<file path="config.mk">
export PLATFORM = sky130hd
export DESIGN_NAME = fp_mul_seq
export DESIGN_NICKNAME = d
export VERILOG_FILES = /design/src/rtl/fp_pkg.sv /design/src/rtl/fp_mul_special.sv /design/src/rtl/fp_mul_seq.sv
export SDC_FILE = /design/constraint.sdc
export NUM_CORES = 1
export LEC_CHECK = 0
export ABC_AREA = 0
export ABC_CLOCK_PERIOD_IN_PS = 3400
export BUFFER_PORTS_ARGS = -buffer_cell sky130_fd_sc_hd__buf_2
export CAP_MARGIN = 30
export CORE_MARGIN = 2
export CORE_UTILIZATION = 40
export DETAILED_ROUTE_END_ITERATION = 16
export PLACE_DENSITY = 0.63
export SLEW_MARGIN = 10
export SYNTH_ARGS = -nofsm -noshare
export SYNTH_HDL_FRONTEND = slang
export SYNTH_SLANG_ARGS = --single-unit
</file>
<file path="constraint.sdc">
create_clock -name clk -period 3.4 [get_ports clk]
set_input_delay 0.51 -clock clk [delete_from_list [all_inputs] [get_ports clk]]
set_output_delay 0.51 -clock clk [all_outputs]
set_load 0.01 [all_outputs]
</file>
<file path="src/rtl/fp_pkg.sv">
// Shared IEEE-754 single-precision constants and the sequential multiplier's FSM encoding.
package fp_pkg;

    localparam int EXP_BIAS = 127;
    localparam int EXP_MAX  = 255;
    localparam int EXP_W    = 8;
    localparam int FRAC_W   = 23;
    localparam int MANT_W   = 24;

    localparam logic [31:0] QNAN = 32'h7FC0_0000;

    typedef enum logic [1:0] {
        IDLE = 2'd0,
        MUL  = 2'd1,
        NORM = 2'd2,
        DONE = 2'd3
    } state_e;

endpackage

</file>
<file path="src/rtl/fp_mul_special.sv">
// Combinational classifier for the multiplier operands: flags NaN/inf/zero operand pairs
// and supplies the fixed result for them. Denormals count as zero.
module fp_mul_special
    import fp_pkg::*;
#(
    parameter int DATA_WIDTH = 32
) (
    input  logic [DATA_WIDTH-1:0] in1,
    input  logic [DATA_WIDTH-1:0] in2,
    output logic                  is_special,
    output logic [DATA_WIDTH-1:0] special_out
);

    logic [EXP_W-1:0]  exp1, exp2;
    logic [FRAC_W-1:0] frac1, frac2;
    logic              nan1, nan2, inf1, inf2, zero1, zero2, sign;

    assign exp1  = in1[DATA_WIDTH-2 -: EXP_W];
    assign exp2  = in2[DATA_WIDTH-2 -: EXP_W];
    assign frac1 = in1[FRAC_W-1:0];
    assign frac2 = in2[FRAC_W-1:0];
    assign sign  = in1[DATA_WIDTH-1] ^ in2[DATA_WIDTH-1];

    assign nan1  = (exp1 == {EXP_W{1'b1}}) && (frac1 != '0);
    assign nan2  = (exp2 == {EXP_W{1'b1}}) && (frac2 != '0);
    assign inf1  = (exp1 == {EXP_W{1'b1}}) && (frac1 == '0);
    assign inf2  = (exp2 == {EXP_W{1'b1}}) && (frac2 == '0);
    // A zero exponent covers both true zero and denormals, which are flushed.
    assign zero1 = (exp1 == '0);
    assign zero2 = (exp2 == '0);

    always_comb begin
        is_special  = 1'b1;
        special_out = '0;
        if (nan1 || nan2) begin
            special_out = QNAN;
        end else if ((inf1 && zero2) || (zero1 && inf2)) begin
            special_out = QNAN;
        end else if (inf1 || inf2) begin
            special_out = {sign, {EXP_W{1'b1}}, {FRAC_W{1'b0}}};
        end else if (zero1 || zero2) begin
            special_out = {sign, {(DATA_WIDTH-1){1'b0}}};
        end else begin
            is_special = 1'b0;
        end
    end

endmodule

</file>
<file path="src/rtl/fp_mul_seq.sv">
// Iterative IEEE-754 single-precision multiplier: radix-2 shift-add significand product
// (one bit per cycle), truncating normalisation, and a held result behind valid/ready.
module fp_mul_seq
    import fp_pkg::*;
#(
    parameter int DATA_WIDTH = 32
) (
    input  logic                  clk,
    input  logic                  rst_n,
    input  logic                  in_valid,
    output logic                  in_ready,
    input  logic [DATA_WIDTH-1:0] in1,
    input  logic [DATA_WIDTH-1:0] in2,
    output logic                  out_valid,
    input  logic                  out_ready,
    output logic [DATA_WIDTH-1:0] out
);

    localparam logic signed [9:0] E_BIAS = 10'(EXP_BIAS);
    localparam logic signed [9:0] E_MAX  = 10'(EXP_MAX);

    state_e                    state_q, state_d;
    logic [MANT_W-1:0]         a_q, a_d, b_q, b_d;
    logic [2*MANT_W-1:0]       acc_q, acc_d;
    logic [4:0]                count_q, count_d;
    logic                      sign_q, sign_d, spec_q, spec_d;
    logic [EXP_W-1:0]          ea_q, ea_d, eb_q, eb_d;
    logic [DATA_WIDTH-1:0]     out_q, out_d;
    logic                      out_valid_q, out_valid_d;

    logic                      is_special;
    logic [DATA_WIDTH-1:0]     special_out;
    logic [MANT_W:0]           sum;
    logic signed [9:0]         e_raw, e_norm;
    logic [FRAC_W-1:0]         frac_norm;

    fp_mul_special #(.DATA_WIDTH(DATA_WIDTH)) u_special (
        .in1         (in1),
        .in2         (in2),
        .is_special  (is_special),
        .special_out (special_out)
    );

    function automatic logic [DATA_WIDTH-1:0] pack_result(
        input logic              sign,
        input logic signed [9:0] exp_v,
        input logic [FRAC_W-1:0] frac
    );
        if (exp_v >= E_MAX)
            return {sign, {EXP_W{1'b1}}, {FRAC_W{1'b0}}};
        else if (exp_v <= 10'sd0)
            return {sign, {(DATA_WIDTH-1){1'b0}}};
        else
            return {sign, exp_v[EXP_W-1:0], frac};
    endfunction

    assign in_ready  = (state_q == IDLE);
    assign out_valid = out_valid_q;
    assign out       = out_q;

    // Single 24-bit adder: multiplicand into the accumulator's upper half, carry kept for the shift.
    always_comb begin
        sum       = {1'b0, acc_q[2*MANT_W-1:MANT_W]} + (b_q[0] ? {1'b0, a_q} : '0);
        e_raw     = $signed({2'b00, ea_q}) + $signed({2'b00, eb_q}) - E_BIAS;
        e_norm    = acc_q[2*MANT_W-1] ? e_raw + 10'sd1 : e_raw;
        frac_norm = acc_q[2*MANT_W-1] ? acc_q[2*MANT_W-2 -: FRAC_W]
                                      : acc_q[2*MANT_W-3 -: FRAC_W];
    end

    always_comb begin
        state_d     = state_q;
        a_d         = a_q;
        b_d         = b_q;
        acc_d       = acc_q;
        count_d     = count_q;
        sign_d      = sign_q;
        spec_d      = spec_q;
        ea_d        = ea_q;
        eb_d        = eb_q;
        out_d       = out_q;
        out_valid_d = out_valid_q;
        case (state_q)
            IDLE: begin
                if (in_valid) begin
                    sign_d  = in1[DATA_WIDTH-1] ^ in2[DATA_WIDTH-1];
                    ea_d    = in1[DATA_WIDTH-2 -: EXP_W];
                    eb_d    = in2[DATA_WIDTH-2 -: EXP_W];
                    a_d     = {1'b1, in1[FRAC_W-1:0]};
                    b_d     = {1'b1, in2[FRAC_W-1:0]};
                    acc_d   = '0;
                    count_d = '0;
                    spec_d  = is_special;
                    // Special results are parked in the output register and published one cycle later via NORM.
                    if (is_special) begin
                        out_d   = special_out;
                        state_d = NORM;
                    end else begin
                        state_d = MUL;
                    end
                end
            end
            MUL: begin
                acc_d   = {sum, acc_q[MANT_W-1:1]};
                b_d     = b_q >> 1;
                count_d = count_q + 5'd1;
                if (count_q == 5'(MANT_W-1))
                    state_d = NORM;
            end
            NORM: begin
                if (!spec_q)
                    out_d = pack_result(sign_q, e_norm, frac_norm);
                out_valid_d = 1'b1;
                state_d     = DONE;
            end
            DONE: begin
                if (out_ready) begin
                    out_valid_d = 1'b0;
                    state_d     = IDLE;
                end
            end
            default: state_d = IDLE;
        endcase
    end

    always_ff @(posedge clk or negedge rst_n) begin
        if (!rst_n) begin
            state_q     <= IDLE;
            a_q         <= '0;
            b_q         <= '0;
            acc_q       <= '0;
            count_q     <= '0;
            sign_q      <= 1'b0;
            spec_q      <= 1'b0;
            ea_q        <= '0;
            eb_q        <= '0;
            out_q       <= '0;
            out_valid_q <= 1'b0;
        end else begin
            state_q     <= state_d;
            a_q         <= a_d;
            b_q         <= b_d;
            acc_q       <= acc_d;
            count_q     <= count_d;
            sign_q      <= sign_d;
            spec_q      <= spec_d;
            ea_q        <= ea_d;
            eb_q        <= eb_d;
            out_q       <= out_d;
            out_valid_q <= out_valid_d;
        end
    end

endmodule

</file>
### After elaboration in Yosys (flattened, before gate mapping)

Cells that the tools add are included.

* add/sub/neg operators: 5
* magnitude comparators: 2
* equality and inequality tests: 11
* mux-type cells: 30
* bitwise logic cells: 1
* reduce and logical (&&, ||, !) cells: 25

Operators by type and width (number)
* 32-bit two-way mux: 7
* 48-bit case mux with 2 select lines: 1
* 32-bit case mux with 2 select lines: 1
* 31-bit two-way mux: 2
* 24-bit two-way mux: 2
* 48-bit two-way mux: 1
* 24-bit case mux with 2 select lines: 1
* 23-bit logical NOT: 2
* 23-bit nonzero test: 2
* 24-bit by 24-bit adder with 25-bit output: 1
* 23-bit two-way mux: 1
* 8-bit == test, second input constant: 2
* 8-bit logical NOT: 2
* 10-bit by 2-bit adder with 10-bit output, second input constant: 1
* 10-bit by 9-bit >= comparator with 1-bit output, second input constant: 1
* 10-bit by 1-bit less-or-equal comparator with 1-bit output, second input constant: 1
* 10-bit two-way mux: 1
* 5-bit case mux with 2 select lines: 1
* 9-bit by 7-bit subtractor with 10-bit output, second input constant: 1
* 8-bit by 8-bit adder with 9-bit output: 1
* 2-bit two-way mux: 4
* 2-bit != test, second input constant: 4
* 2-bit case mux with 4 select lines: 1
* 1-bit logical AND: 6
* 15 further kinds: 27

* bits in registers: 154
* input port bits: 68
* output and inout bits: 34
* word-level logic and storage cells: 85

### Longest topological paths before layout

* depth after elaboration: 9
* depth in mapped cells: 16

### Hierarchy

Synthesis repeated with hierarchy kept, for this count alone.

* cell total of the unflattened synthesis: 882
* area, all modules: 8529.4 um^2

Modules (own cells, without submodules)
* fp_mul_seq: instances 1, cells an instance 814, area an instance 8055.2 um^2
* fp_mul_special: instances 1, cells an instance 68, area an instance 474.2 um^2

### Worst setup path before layout

OpenSTA, ideal clock, no wires.

* path type: flip-flop to flip-flop
* start point: register ea_q[1]
* end point: register out_q[10], in the netlist out[10]
* data arrival time: 3270 ps
* required time: 3326 ps
* slack: 56 ps
* cell stages (with the launch flop): 14
* period minus slack after synthesis: 3344 ps
* path through: dfrtp_1 ha_1 ha_1 fa_1 a211o_1 and2_4 buf_6 o311ai_4 and3b_1 o211a_1 o2111ai_1 nand4_4 buf_12 o21ai_2

* longest elaborated chain between the ends: 9
* elaborated cells on any way between the ends: 10

Ends and longest elaborated chain
* from (decl): line fp_mul_seq.sv:27 `logic [EXP_W-1:0] ea_q, ea_d, eb_q, eb_d;`
* from (signal assigned): line fp_mul_seq.sv:134 `ea_q <= '0;`
* from (signal assigned): line fp_mul_seq.sv:146 `ea_q <= ea_d;`
* 8-bit by 8-bit adder with 9-bit output *: line fp_mul_seq.sv:64 `e_raw = $signed({2'b00, ea_q}) + $signed({2'b00, eb_q}) - E_BIAS;`
* 9-bit by 7-bit subtractor with 10-bit output *: line fp_mul_seq.sv:64
* 10-bit by 2-bit adder with 10-bit output: line fp_mul_seq.sv:65 `e_norm = acc_q[2*MANT_W-1] ? e_raw + 10'sd1 : e_raw;`
* 10-bit two-way mux *: line fp_mul_seq.sv:65
* 10-bit by 1-bit less-or-equal comparator with 1-bit output: line fp_mul_seq.sv:51 `else if (exp_v <= 10'sd0)`
* 31-bit two-way mux: line fp_mul_seq.sv:51
* 31-bit two-way mux *: line fp_mul_seq.sv:49 `if (exp_v >= E_MAX)`
* 32-bit two-way mux *: line fp_mul_seq.sv:110 `if (!spec_q)`
* 32-bit case mux with 2 select lines *: line fp_mul_seq.sv:82 `case (state_q)`
* to (signal assigned): line fp_mul_seq.sv:148 `out_q <= out_d;`
* to (decl): line fp_mul_seq.sv:28 `logic [DATA_WIDTH-1:0] out_q, out_d;`

Every way passes the cells marked *; elsewhere a longest branch is shown, timed or not. The select of a mux whose other input is x is not followed.
A chain may end at the register's enable or synchronous reset.

### Worst setup path in the final report

* start point: register ea_q[1]
* end point: register out_q[9], in the netlist out[9]

Same word-level chain as after synthesis.

==> flow_metrics.py <==
metrics = {
    "status": {
        "status": "complete, but fails checks",
        "violations": "negative setup slack",
    },
    "timing": {
        "layout_setup_ws_ns": -0.0462,
        "rsz0062_at_grt": "true",
        "maxSlewViolCount": 0,
        "setup_violations": 18,
        "hold_viol_final": 0,
        "fin_crit_ns": 3.45,
        "slew-limit-headroom": 0.538,
        "finalCritPeriodShare": 1.01,
        "max_freq_mhz": 290,
        "setup_tns_ns": -0.569,
        "tightest_slew_ns": 0.692,
        "holdWs_ns": 0.109,
        "skew_ns": 0.00887,
    },
    "place": {
        "hpwl_mm": 14.1,
        "gp_congestion": 0.843,
        "dp_worst_setup_slack_ns": -0.0532,
        "dp.cells": 1177,
        "port_buffers": 101,
        "placed_area_sq_um": 8990,
    },
    "global_route": {
        "grt_max_degree": 86,
        "grt_overflow_total": 0,
        "antenna_found_initial": 1,
        "grt_pass1_wl_mm": 31.9,
        "grt_pass1_vias": 6299,
        "track_usage": 0.185,
    },
    "routing": {
        "drt_wl_total_mm": 20.0,
        "via_per_inst": 5.34,
        "first_iter_violations": 393,
        "routedWlPerCell_um": 16.4,
        "drc": 0,
        "ant_nets": 0,
        "route.vias.total": 6514,
        "drtPass1Iterations": 7,
    },
    "synth": {
        "async_flop_share": 1.00,
        "yosysUniqueCellTypes": 73,
        "synth-edff-count": 0,
        "yosys_warnings": 0,
        "ys_ff_latch": 131,
        "synthDominantCellAreaShare": 0.405,
        "yosys-top-cells-count": "dfrtp_1 (131), nand2_1 (98), mux2_2 (53), o21ai_0 (51), ha_1 (45)",
        "syn_inst": 815,
        "synth_most_common_cell": "dfrtp_1",
        "ys.flop_type": "dfrtp_1",
        "avgSynthCellArea_sq_um": 9.94,
        "synthTopCellsByArea": "dfrtp_1 (40%), mux2_2 (7.4%), ha_1 (6.9%), nand2_1 (4.5%), mux2i_1 (3.7%)",
        "synth_nets": 930,
        "syn-cell-area_sq_um": 8100,
        "yosysSeqAreaShare": 0.405,
        "synth_top_cell_by_area": "dfrtp_1",
    },
    "layout": {
        "instances_no_fill": 1220,
        "final_util": 0.491,
        "area_growth_pct": 21.4,
        "n_antenna_cell": 0,
        "regArea_sq_um": 3280,
        "nets": 1052,
        "drive_gt1_frac": 0.294,
        "fillers": 1913,
        "final_area_sq_um": 9840,
        "multi_input_area_sq_um": 4640,
    },
    "worst_setup_path": {
        "startpoint_type": "flip-flop",
        "r2r_cells": 12,
        "cp_max_fo": 6,
        "crit_path_end_kind": "flip-flop",
        "crit_arrival_ns": 3.80,
        "crit_type": "reg -> reg",
        "cp.required_ns": 3.75,
    },
    "floorplan": {
        "die_h_um": 146,
        "row_count": 52,
        "dieArea_sq_um": 21400,
        "core_sq_um": 20000,
        "pin_count": 102,
        "die_x_um": 146,
        "start_util": 0.404,
    },
    "clock_network": {
        "clkTransAtPathRegs_ns": 0.06,
        "cts_buffers": 17,
        "htreeDepth": 4,
        "clk_latency_ns": 0.43,
        "cts_sinks": 131,
        "cts-root-buf": "clkbuf_16",
        "cts.path.max_buffers": 2,
        "cts_tree": "done",
    },
    "power": {
        "fin_total_pwr_mw": 11.7,
        "p_leak_nw": 4.42,
        "p_per_area_nw_per_um2": 1190,
        "ir_drop_uv": 426,
    },
    "worst_hold_path": {
        "hold_class": "in -> async",
    },
    "run": {
        "max_cap_violations": 0,
    },
}
-- metal layers --
metal	track usage	routed length, um	up-vias	share of wire
li1	-	-	3232	-
met1	0.252	9580	3143	0.48
met2	0.301	9410	115	0.47
met3	0.0363	679	24	0.034
met4	0.0563	318	0	0.016
met5	0	0	-	0
-- cell type report --
cell class | instances | share of cell area
tap | 270 | 0.0343
multi-input combinational | 628 | 0.472
clock inverter | 13 | 0.0160
sequential | 131 | 0.333
inverter | 17 | 0.00649
clock buffer | 19 | 0.0461
timing repair buffer | 142 | 0.0920
-- path summary, 6_finish.rpt --
path	slack, ns	from	endpoint
setup / recovery	-0.05	ea_q[1]	out[9]
setup reg to reg	-0.05	ea_q[1]	out[9]
hold / removal	0.11	rst_n	a_q[6]
min in group clk	0.31	out_ready	out_valid
max in group asynchronous	2.39	rst_n	count_q[2]
hold reg to reg	0.47	a_q[23]	a_q[23]
-- where the power goes --
part / internal, mW / total (mW) / switching [mW] / leakage [nW]
clock network: 1.19 / 1.91 / 0.721 / 0.303
registers: 2.27 / 2.79 / 0.525 / 1.62
logic: 3.26 / 6.96 / 3.70 / 2.50
-- critical path: stages (launching register included) --
cell       delay [ns]
dfrtp_1          0.41
ha_4             0.26
ha_4             0.16
fa_2             0.37
a211o_1          0.35
and2_4           0.22
o311ai_4         0.22
and3b_1          0.21
o211a_1          0.27
o2111ai_4        0.25
nand4_4          0.26
clkbuf_16        0.27
o21ai_2          0.12
-- logic make-up after synthesis --
family,after synthesis,synth area share
simple gates,239,0.152
compound gates,227,0.189
flops,131,0.405
mux,83,0.111
buf+inv,56,0.0347
fa+ha+maj,47,0.0744
xor+xnor,32,0.0346
-- state kept, by name (all words and copies together), names as in the netlist --
name,cells
spec_q,1
count_q,5
eb_q,8
out_valid,1
acc_q,25
out,32
ea_q,8
a_q,24
sign_q,1
b_q,24
state_q,2
-- layout by cell type (no fill, tap or decap), types with 12 or more instances in the layout --
cell       synthesis  layout
a21o_1            15      15
a21oi_1           44      42
and2_1            30      30
buf_2              0     100
buf_4              1      35
clkbuf_16          0      20
dfrtp_1          131     131
ha_1              45      43
inv_1             17      17
mux2_2            53      53
mux2i_1           30      30
nand2_1           98      98
nand4_1           12      12
nor2_1            35      35
nor4_1            18      17
o21ai_0           51      50
o21ai_2           20      21
o22ai_1           35      34
xnor2_1           17      17
xor2_1            15      13
-- repair_timing --
item,4_1_cts,5_1_grt
pin swaps,3,18
buffers inserted,0,8
endpoints found under the setup margin,19,28
resized for setup,6,13
hold buffers,0,0
gates cloned,1,2
Power figures use the tool's default switching activity.
